`src/rtl/reg_write_arbiter_pkg.sv`:
```
// Shared definitions for the result-register write arbiter.
// Optional build macro: REG_WRITE_ARBITER_FIXED_PRIO_EN (fixed priority, no last pointer).
package reg_write_arbiter_pkg;

  localparam int DATA_W_DEF   = 32;
  localparam int HOLD_MAX_DEF = 4;

  typedef logic [2:0] state_t;

  localparam logic [2:0] ST_IDLE    = 3'd0;
  localparam logic [2:0] ST_WRITE   = 3'd1;
  localparam logic [2:0] ST_DONE    = 3'd2;
  localparam logic [2:0] ST_RELEASE = 3'd3;
  localparam logic [2:0] ST_READ    = 3'd4;

endpackage

```
`src/rtl/reg_write_arbiter_if.sv`:
```
// Bus bundle between the two writers, the reader, the result register and the arbiter.
// Handshake: req0/req1/rd_req are levels held by the requester until its
// done0/done1/rd_valid one-cycle pulse; wdata is stable while req is high.
// dbg_state mirrors the arbiter FSM state for observation.
interface reg_write_arbiter_if #(parameter int DATA_W = 32) ();
  import reg_write_arbiter_pkg::*;

  logic              req0;
  logic [DATA_W-1:0] wdata0;
  logic              done0;
  logic              req1;
  logic [DATA_W-1:0] wdata1;
  logic              done1;
  logic              rd_req;
  logic [DATA_W-1:0] rd_data;
  logic              rd_valid;
  logic              ram_ce;
  logic              ram_we;
  logic [DATA_W-1:0] ram_di;
  logic [DATA_W-1:0] ram_do;
  logic              hold_err;
  state_t            dbg_state;

  modport slave (
    input  req0, wdata0, req1, wdata1, rd_req, ram_do,
    output done0, done1, rd_data, rd_valid, ram_ce, ram_we, ram_di, hold_err, dbg_state
  );

  modport master (
    output req0, wdata0, req1, wdata1, rd_req, ram_do,
    input  done0, done1, rd_data, rd_valid, ram_ce, ram_we, ram_di, hold_err, dbg_state
  );

endinterface

```
`src/rtl/reg_write_arbiter_rr_pick2.sv`:
```
// Two-way combinational winner select, one-hot grant_o (bit0 = requester 0).
// With REG_WRITE_ARBITER_FIXED_PRIO_EN requester 0 always wins and no last input exists.
module reg_write_arbiter_rr_pick2 (
`ifndef REG_WRITE_ARBITER_FIXED_PRIO_EN
  input  logic       last_i,
`endif
  input  logic       req0_i,
  input  logic       req1_i,
  output logic [1:0] grant_o
);

`ifdef REG_WRITE_ARBITER_FIXED_PRIO_EN
  // Requester 0 beats requester 1 unconditionally
  always_comb begin
    grant_o = 2'b00;
    if (req0_i)      grant_o = 2'b01;
    else if (req1_i) grant_o = 2'b10;
  end
`else
  // On contention the requester that did not win the last contention wins
  always_comb begin
    grant_o = 2'b00;
    if (req0_i && req1_i) grant_o = last_i ? 2'b01 : 2'b10;
    else if (req0_i)      grant_o = 2'b01;
    else if (req1_i)      grant_o = 2'b10;
  end
`endif

endmodule

```
`src/rtl/reg_write_arbiter.sv`:
```
// Arbitrates two writers and one reader onto the falling-edge result register.
// All strobes come from rising-edge flops so they are stable across the capture edge.
// Optional build macro: REG_WRITE_ARBITER_FIXED_PRIO_EN (fixed priority, no last pointer).
module reg_write_arbiter
  import reg_write_arbiter_pkg::*;
#(
  parameter int DATA_W   = DATA_W_DEF,
  parameter int HOLD_MAX = HOLD_MAX_DEF
) (
  input  logic                clk,
  input  logic                rst_n,
  reg_write_arbiter_if.slave  bus
);

  localparam int CNT_W = (HOLD_MAX < 2) ? 1 : $clog2(HOLD_MAX);

  state_t            state_q, state_d;
  logic              win_q, win_d;        // 0 = requester 0 granted, 1 = requester 1
  logic [CNT_W-1:0]  cnt_q, cnt_d;
  logic [1:0]        mask_q, mask_d;      // writers ignored until their req is seen low
  logic              herr_q, herr_d;
  logic              ce_q, ce_d;
  logic              we_q, we_d;
  logic [DATA_W-1:0] di_q, di_d;
  logic              done0_q, done0_d;
  logic              done1_q, done1_d;
  logic              rdv_q, rdv_d;
  logic [DATA_W-1:0] rdd_q, rdd_d;
  logic              eff0, eff1, win_req;
  logic [1:0]        grant;
`ifndef REG_WRITE_ARBITER_FIXED_PRIO_EN
  logic              last_q, last_d;      // winner of the most recent contention
`endif

  assign eff0    = bus.req0 & ~mask_q[0];
  assign eff1    = bus.req1 & ~mask_q[1];
  assign win_req = win_q ? bus.req1 : bus.req0;

  reg_write_arbiter_rr_pick2 u_pick (
`ifndef REG_WRITE_ARBITER_FIXED_PRIO_EN
    .last_i  (last_q),
`endif
    .req0_i  (eff0),
    .req1_i  (eff1),
    .grant_o (grant)
  );

  // Next-state and registered-strobe computation
  always_comb begin
    state_d = state_q;
    win_d   = win_q;
    cnt_d   = cnt_q;
    mask_d  = mask_q;
    herr_d  = herr_q;
    ce_d    = 1'b0;
    we_d    = 1'b0;
    di_d    = di_q;
    done0_d = 1'b0;
    done1_d = 1'b0;
    rdv_d   = 1'b0;
    rdd_d   = rdd_q;
`ifndef REG_WRITE_ARBITER_FIXED_PRIO_EN
    last_d  = last_q;
`endif
    if (!bus.req0) mask_d[0] = 1'b0;
    if (!bus.req1) mask_d[1] = 1'b0;
    case (state_q)
      ST_IDLE: begin
        if (|grant) begin
          state_d = ST_WRITE;
          win_d   = grant[1];
          ce_d    = 1'b1;
          we_d    = 1'b1;
          di_d    = grant[1] ? bus.wdata1 : bus.wdata0;
`ifndef REG_WRITE_ARBITER_FIXED_PRIO_EN
          if (eff0 && eff1) last_d = grant[1];
`endif
        end else if (bus.rd_req && !rdv_q) begin
          // rdv_q gate: a reader must still hold rd_req one cycle after rd_valid to re-read
          state_d = ST_READ;
          ce_d    = 1'b1;
        end
      end
      ST_WRITE: begin
        state_d = ST_DONE;
        done0_d = ~win_q;
        done1_d = win_q;
      end
      ST_DONE: begin
        state_d = ST_RELEASE;
        cnt_d   = '0;
      end
      ST_RELEASE: begin
        if (!win_req) begin
          state_d = ST_IDLE;
        end else if (cnt_q == CNT_W'(HOLD_MAX - 1)) begin
          herr_d         = 1'b1;
          mask_d[win_q]  = 1'b1;
          state_d        = ST_IDLE;
        end else begin
          cnt_d = cnt_q + 1'b1;
        end
      end
      ST_READ: begin
        rdd_d   = bus.ram_do;
        rdv_d   = 1'b1;
        state_d = ST_IDLE;
      end
      default: state_d = ST_IDLE;
    endcase
  end

  // State and output registers, asynchronously cleared
  always_ff @(posedge clk or negedge rst_n) begin
    if (!rst_n) begin
      state_q <= ST_IDLE;
      win_q   <= 1'b0;
      cnt_q   <= '0;
      mask_q  <= 2'b00;
      herr_q  <= 1'b0;
      ce_q    <= 1'b0;
      we_q    <= 1'b0;
      di_q    <= '0;
      done0_q <= 1'b0;
      done1_q <= 1'b0;
      rdv_q   <= 1'b0;
      rdd_q   <= '0;
`ifndef REG_WRITE_ARBITER_FIXED_PRIO_EN
      last_q  <= 1'b1;
`endif
    end else begin
      state_q <= state_d;
      win_q   <= win_d;
      cnt_q   <= cnt_d;
      mask_q  <= mask_d;
      herr_q  <= herr_d;
      ce_q    <= ce_d;
      we_q    <= we_d;
      di_q    <= di_d;
      done0_q <= done0_d;
      done1_q <= done1_d;
      rdv_q   <= rdv_d;
      rdd_q   <= rdd_d;
`ifndef REG_WRITE_ARBITER_FIXED_PRIO_EN
      last_q  <= last_d;
`endif
    end
  end

  assign bus.done0     = done0_q;
  assign bus.done1     = done1_q;
  assign bus.rd_data   = rdd_q;
  assign bus.rd_valid  = rdv_q;
  assign bus.ram_ce    = ce_q;
  assign bus.ram_we    = we_q;
  assign bus.ram_di    = di_q;
  assign bus.hold_err  = herr_q;
  assign bus.dbg_state = state_q;

endmodule

```
`src/flat_wrapper.sv`:
```
// flat-port wrapper written by rule: the top's interface ports become plain ports
module reg_write_arbiter_flat import reg_write_arbiter_pkg::*;
#(
  parameter int DATA_W   = DATA_W_DEF,
  parameter int HOLD_MAX = HOLD_MAX_DEF
)
  (clk, rst_n, bus_req0, bus_wdata0, bus_req1, bus_wdata1, bus_rd_req, bus_ram_do, bus_done0, bus_done1, bus_rd_data, bus_rd_valid, bus_ram_ce, bus_ram_we, bus_ram_di, bus_hold_err, bus_dbg_state);
  reg_write_arbiter_if #(.DATA_W(DATA_W)) bus_i ();
  input  logic clk;
  input  logic rst_n;
  input wire logic [$bits(bus_i.req0)-1:0] bus_req0;
  input wire logic [$bits(bus_i.wdata0)-1:0] bus_wdata0;
  input wire logic [$bits(bus_i.req1)-1:0] bus_req1;
  input wire logic [$bits(bus_i.wdata1)-1:0] bus_wdata1;
  input wire logic [$bits(bus_i.rd_req)-1:0] bus_rd_req;
  input wire logic [$bits(bus_i.ram_do)-1:0] bus_ram_do;
  output wire logic [$bits(bus_i.done0)-1:0] bus_done0;
  output wire logic [$bits(bus_i.done1)-1:0] bus_done1;
  output wire logic [$bits(bus_i.rd_data)-1:0] bus_rd_data;
  output wire logic [$bits(bus_i.rd_valid)-1:0] bus_rd_valid;
  output wire logic [$bits(bus_i.ram_ce)-1:0] bus_ram_ce;
  output wire logic [$bits(bus_i.ram_we)-1:0] bus_ram_we;
  output wire logic [$bits(bus_i.ram_di)-1:0] bus_ram_di;
  output wire logic [$bits(bus_i.hold_err)-1:0] bus_hold_err;
  output wire logic [$bits(bus_i.dbg_state)-1:0] bus_dbg_state;
  assign bus_i.req0 = bus_req0;
  assign bus_i.wdata0 = bus_wdata0;
  assign bus_i.req1 = bus_req1;
  assign bus_i.wdata1 = bus_wdata1;
  assign bus_i.rd_req = bus_rd_req;
  assign bus_i.ram_do = bus_ram_do;
  assign bus_done0 = bus_i.done0;
  assign bus_done1 = bus_i.done1;
  assign bus_rd_data = bus_i.rd_data;
  assign bus_rd_valid = bus_i.rd_valid;
  assign bus_ram_ce = bus_i.ram_ce;
  assign bus_ram_we = bus_i.ram_we;
  assign bus_ram_di = bus_i.ram_di;
  assign bus_hold_err = bus_i.hold_err;
  assign bus_dbg_state = bus_i.dbg_state;
  reg_write_arbiter #(.DATA_W(DATA_W), .HOLD_MAX(HOLD_MAX)) u_core (.clk(clk), .rst_n(rst_n), .bus(bus_i));
endmodule
```
`config.mk`:
```
export PLATFORM = sky130hd
export DESIGN_NAME = reg_write_arbiter_flat
export DESIGN_NICKNAME = d
export VERILOG_FILES = /design/src/rtl/reg_write_arbiter_pkg.sv /design/src/rtl/reg_write_arbiter_if.sv /design/src/rtl/reg_write_arbiter_rr_pick2.sv /design/src/rtl/reg_write_arbiter.sv /design/src/flat_wrapper.sv
export SDC_FILE = /design/constraint.sdc
export NUM_CORES = 1
export LEC_CHECK = 0
export CAP_MARGIN = 20
export CORE_UTILIZATION = 35
export CTS_BUF_LIST = sky130_fd_sc_hd__clkbuf_4 sky130_fd_sc_hd__clkbuf_8
export CTS_CLUSTER_DIAMETER = 80
export DETAILED_ROUTE_END_ITERATION = 10
export GPL_TIMING_DRIVEN = 0
export PLACE_DENSITY = 0.8
export RECOVER_POWER = 25
export SYNTH_ARGS = -nofsm -noshare
export SYNTH_HDL_FRONTEND = slang
export SYNTH_HIERARCHICAL = 1
export SYNTH_SLANG_ARGS = --single-unit
```
`constraint.sdc`:
```
create_clock -name clk -period 2.55 [get_ports clk]
set_input_delay 0.255 -clock clk [delete_from_list [all_inputs] [get_ports clk]]
set_output_delay 0.255 -clock clk [all_outputs]
set_load 0.03 [all_outputs]
```
Word-level counts from Yosys, hierarchy flattened
Cells that the tools add are included.
{"block": "op_classes", "reduce_logical": 12, "bitwise_logic": 6, "muxes": 29, "magnitude_cmp": 2, "addsub": 1, "n_eq_ne": 9}
{"operator": "32-bit two-way mux", "count": 1}
{"operator": "2-bit two-way mux", "count": 9}
{"operator": "1-bit two-way mux", "count": 12}
{"operator": "3-bit two-way mux", "count": 4}
{"operator": "3-bit case mux with 4 select lines", "count": 1}
{"operator": "3-bit AND reduction", "count": 3}
{"operator": "3-bit by 2-bit equality test with 1-bit output, second input constant", "count": 2}
{"operator": "2-bit case mux with 2 select lines", "count": 1}
{"operator": "2-bit AND reduction", "count": 2}
{"operator": "3-bit by 1-bit equality test with 1-bit output, second input constant", "count": 1}
{"operator": "3-bit equality test, second input constant", "count": 1}
{"operator": "1-bit logical AND", "count": 3}
{"operator": "3-bit zero test", "count": 1}
{"operator": "3-bit by 1-bit != test with 1-bit output, second input constant", "count": 1}
{"operator": "3-bit != test, second input constant", "count": 1}
{"operator": "1-bit inverter", "count": 3}
{"operator": "2-bit by 1-bit adder with 2-bit output, second input constant", "count": 1}
{"operator": "1-bit AND", "count": 2}
{"operator": "2-bit equality test, second input constant", "count": 1}
{"operator": "1-bit by 2-bit less-than comparator with 1-bit output, second input constant", "count": 1}
{"operator": "2-bit by 1-bit != test with 1-bit output, second input constant", "count": 1}
{"operator": "2-bit != test, second input constant", "count": 1}
{"operator": "2-bit OR", "count": 1}
{"operator": "2-bit nonzero test", "count": 1}
{"operator": "4 further kinds", "count": 4}
{"block": "totals", "in_bits": 101, "ff_bits": 79}

Depth between registers and ports, before layout
{"block": "depth", "depth_word": 8, "depth_mapped": 7, "depth_no_buf": 5}

By module
The synthesis kept the hierarchy.
{"mod": "reg_write_arbiter", "seq_area_each_um2": 1978.1, "area_per_inst_um2": 3433.3, "cells_each": 229, "instances": 1}
{"mod": "reg_write_arbiter_rr_pick2", "seq_area_each_um2": 0.0, "area_per_inst_um2": 18.8, "cells_each": 3, "instances": 1}

Worst setup path before layout
OpenSTA, ideal clock, no wires.
{"block": "synth_path", "kind": "reg2reg", "start": "register u_core.mask_q[1]", "end": "register u_core.di_q[10] (netlist: u_core/bus.ram_di[10])", "path_stages_with_launch": 7, "period_less_slack_ps": 1949, "setup_slack_ps": 601, "arrival_ps": 1824, "path_buffers": 2, "setup_ps": 125, "cell_sequence": "dfrtp_1 -> nor2b_1 -> a21boi_0 -> buf_2 -> clkbuf_1 -> mux2_2 -> mux2_2"}
{"block": "synth_between", "elab_chain_len": 7}
{"item": "from (decl)", "line": "reg_write_arbiter.sv:20", "text": "logic [1:0] mask_q, mask_d;"}
{"item": "from (signal assigned)", "line": "reg_write_arbiter.sv:135", "text": "mask_q <= mask_d;"}
{"item": "1-bit inverter (*)", "line": "reg_write_arbiter.sv:36", "text": "assign eff1 = bus.req1 & ~mask_q[1];"}
{"item": "1-bit AND (*)", "line": "reg_write_arbiter.sv:36"}
{"item": "via u_core.eff1", "line": "reg_write_arbiter.sv:29", "text": "logic eff0, eff1, win_req;"}
{"item": "2-bit two-way mux", "line": "reg_write_arbiter_rr_pick2.sv:25", "text": "else if (req1_i) grant_o = 2'b10;"}
{"item": "2-bit two-way mux", "line": "reg_write_arbiter_rr_pick2.sv:24", "text": "else if (req0_i) grant_o = 2'b01;"}
{"item": "2-bit two-way mux (*)", "line": "reg_write_arbiter_rr_pick2.sv:23", "text": "if (req0_i && req1_i) grant_o = last_i ? 2'b01 : 2'b10;"}
{"item": "via u_core.grant[1]", "line": "reg_write_arbiter.sv:30", "text": "logic [1:0] grant;"}
{"item": "2-bit OR reduction", "line": "reg_write_arbiter.sv:69", "text": "if (|grant) begin"}
{"item": "2-bit AND reduction (no source line)"}
{"item": "to (signal assigned)", "line": "reg_write_arbiter.sv:139", "text": "di_q <= di_d;"}
{"item": "to (decl)", "line": "reg_write_arbiter.sv:24", "text": "logic [DATA_W-1:0] di_q, di_d;"}
Mark *: on every way through the listed nets, which the timed path passes. The rest lies on a longest branch.
A chain may end at the register's enable or synchronous reset.

Worst setup path in the final report
{"block": "layout_path", "start": "input bus_req1", "end": "register u_core.di_q[28] (netlist: u_core/bus.ram_di[28])"}
{"block": "layout_between", "elab_chain_len": 6}
{"item": "from (decl)", "line": "flat_wrapper.sv:13", "text": "input wire logic [$bits(bus_i.req1)-1:0] bus_req1;"}
{"item": "1-bit AND (*)", "line": "reg_write_arbiter.sv:36"}
{"item": "via u_core.eff1", "line": "reg_write_arbiter.sv:29"}
{"item": "2-bit two-way mux", "line": "reg_write_arbiter_rr_pick2.sv:25"}
{"item": "2-bit two-way mux", "line": "reg_write_arbiter_rr_pick2.sv:24"}
{"item": "2-bit two-way mux (*)", "line": "reg_write_arbiter_rr_pick2.sv:23"}
{"item": "via u_core.grant[1]", "line": "reg_write_arbiter.sv:30"}
{"item": "2-bit OR reduction", "line": "reg_write_arbiter.sv:69"}
{"item": "2-bit AND reduction (no source line)"}
Marked as above.

==> impl_results.md <==
- Starting DRT DRC Count: 52
- Clock Path Buffers: 2
- Slew @ Worst Pin: 0.8886 ns
- Pin count of the biggest net entering global routing: 64
- Vias in the first global route: 2681
- Clk sinks: between 70 and 80
- Mapped Cells: 232
- PwrDens: 1043 nW/um^2
- Total GRT Usage: 16.72%
- Ratio of cells with drive above 1 in the final layout: 29.79%
- Syn_area_per_cell: 14.88 um^2
- Final Skew: 0.01326 ns
- Die width: 101.3 um
- DRT Pass-1 Iters: 4
- Routed len/inst: between 15 and 20 um
- Die Y: 101.3 um
- Initial antenna violation count: 0
- Die ar.: 10260 um^2
- Vias per Instance: 4.710
- Unrepaired setup endpoints after global routing: no
- Max-slew headroom: 40.76%
- Starting density of the core: 36.66%
- Tmin final: 2.312 ns
- Count of cell types in the netlist: 36
- Num CTS Buffers: 9
- Status: complete, no violations
- Slew Limit Fails: 0
- Ant. Diodes: 0
- Worst-Skew Late Latency: 0.33 ns
- Seq/Total Area, Yosys: 57.30%
- Synth Register Bits: 79
- Layout area overhead: 61.15%
- GP Congestion: ~0.74
- Root Buffer: clkbuf_8
- Syn nets: 334
- H-tree levels: 3
- First-pass GRT wire length: 12.98 mm
- Largest cells by area after synthesis: dfrtp_1 (57%), mux2_2 (31%), buf_6 (0.98%)
- Req. time, crit path: 2.78 ns
- Remaining antenna violation count: 0
- Nets: 520
- Post-synth top area share: 56.54%
- WP data arrival: 2.54 ns
- Port bufs: around 170
- Final period utilization: 90.66%
- Clk slew on worst S/H paths: 0.08 ns
- DRC Markers: 0
- Post-CTS sizing: 0
- Row count: 35
- Overall Power: 5.804 mW
- DP Wirelength: 6.620 mm
- Endpoints failing hold: 0
- Grt total ovfl: 0
- TritonCTS clock tree: yes
- Final setup viols: 0
- Hold WC Path Type: reg -> reg
- Crit path max fanout: 10
- Detailed-route wire length: between 8 and 9 mm
- F_max: 0.4325 GHz
- Max-Cap Viols: 0
- Vias: 2600
- CP Launch Type: input pin
- Leakage dissipation: 2.324 nW
- Setup CP Type: in -> reg
- Area leader, netlist: dfrtp_1
- CP Capture Type: flop
- YS warnings: 6
- Final setup TNS: 0 ns
- Max VDD drop: 0.4282 mV
- CORE AREA: around 9400 um^2
- Synthesized cell area: ~3500 um^2
- Ports: 174
layout by cell type, fill, tap and decap left out, types with 2 or more instances in the layout:
cell               n
clkbuf_4           3
clkinvlp_4         2
o211ai_1           2
nor4b_1            2
inv_1              3
nor2b_1            2
clkbuf_8          10
buf_6              3
mux2_2            96
o21bai_1           2
nor3_1             2
nor2_1             4
clkbuf_1           4
buf_2              2
buf_4              3
nand2b_1           3
dfrtp_1           78
nand2_1            4
clkdlybuf4s50_1  172
o311ai_0           2
o21a_1             2
routing by layer:
metal	share of wire, %	GRT usage (%)	vias to the layer above
met3	12	7.591	5
met4	0.58	5.686	0
met1	37	18.08	1250
met5	0	0	-
li1	-	-	1207
met2	50	29.04	138
cell families after synthesis:
logic type	share of synthesized area, %
AO/OA/AOI/OAI	3.407
multiplexers	31.61
flip-flops	57.30
adder cells (fa/ha/maj)	0.3624
AND/OR/NAND/NOR	4.639
buffers and inverters	2.682
power breakdown:
part	leakage, nW	switching [mW]	internal [mW]
Combinational	1.23	1.48	1.41
Sequential	0.998	0.254	1.72
Clock	0.100	0.439	0.505
Total	2.32	2.18	3.63
cell type report:
class,instances,area (um^2)
plain buffers,12,81.33
clock buffers,12,152.6
clock inverters,4,53.80
fillers,752,3852
inverters,3,11.26
multi-input cells,138,1381
flip-flops and latches,79,1978
well taps,129,161.4
repair buffers,175,1743
synth_stat cells (all sizes together):
master / count
clkbuf: 3
nor2b: 2
or2: 1
ha: 1
nor2: 5
nand2b: 3
o21bai: 2
o211ai: 2
or3: 1
inv: 3
nor3b: 1
nor4: 1
dfstp: 1
dfrtp: 78
buf: 9
nand4b: 1
o21a: 2
mux2i: 1
nor3: 2
nand2: 4
mux2: 96
nor4bb: 1
a21oi: 1
nand3: 1
a21boi: 2
o32a: 1
nor4b: 2
o311ai: 2
a22o: 1
a32o: 1
a31oi: 1
state kept, by name (all words and copies together) (netlist names):
| register | count |
|---|---|
| u_core/bus.ram_di | 32 |
| u_core/bus.rd_data | 32 |
| u_core/bus.dbg_state | 3 |
| u_core/cnt_q | 2 |
| u_core/mask_q | 2 |
| u_core/bus.done0 | 1 |
| u_core/bus.done1 | 1 |
| u_core/bus.hold_err | 1 |
| u_core/bus.ram_ce | 1 |
| u_core/bus.ram_we | 1 |
| u_core/bus.rd_valid | 1 |
| u_core/last_q | 1 |
| u_core/win_q | 1 |
critical path, stage by stage:
cell,delay (ns)
clkdlybuf4s50_1,0.52
nor2b_1,0.19
a21boi_0,0.17
buf_2,0.26
buf_1,0.47
mux2_2,0.40
mux2_2,0.26
metrics by stage:
step / cell area (um^2) / hold WS, ns / utilization [%] / worst slack (ns) / std cells
5_1_grt: 5563 / 0.4954 / 59.08 / 0.06427 / 552
3_3_place_gp: 5345 / 0.4678 / 56.77 / -1.451 / 534
2_1_floorplan: 3452 / -0.04059 / - / 0.6012 / 232
3_5_place_dp: 5370 / 0.1445 / 57.04 / -0.1711 / 535
4_1_cts: 5587 / 0.2997 / 59.34 / 0.2052 / 552
6_report: 5563 / 0.4847 / 59.08 / 0.2381 / 552
timing repair:
item,CTS,global route
hold endpoints to repair,16,0
hold buffers,1,0
setup buffers,0,0
worst paths after layout:
kind	start	to	slack (ns)	cells past startpoint
worst max-delay path	bus_req1	u_core/bus.ram_di[28]	0.24	7
max in group asynchronous	rst_n	u_core/bus.ram_di[13]	0.52	3
worst min-delay path	u_core/bus.hold_err	u_core/bus.hold_err	0.48	1
worst min register to register	u_core/bus.hold_err	u_core/bus.hold_err	0.48	1
min in group asynchronous	rst_n	u_core/bus.rd_data[12]	0.58	2
worst max register to register	u_core/mask_q[1]	u_core/bus.ram_di[28]	0.30	6
Power figures use the tool's default switching activity.
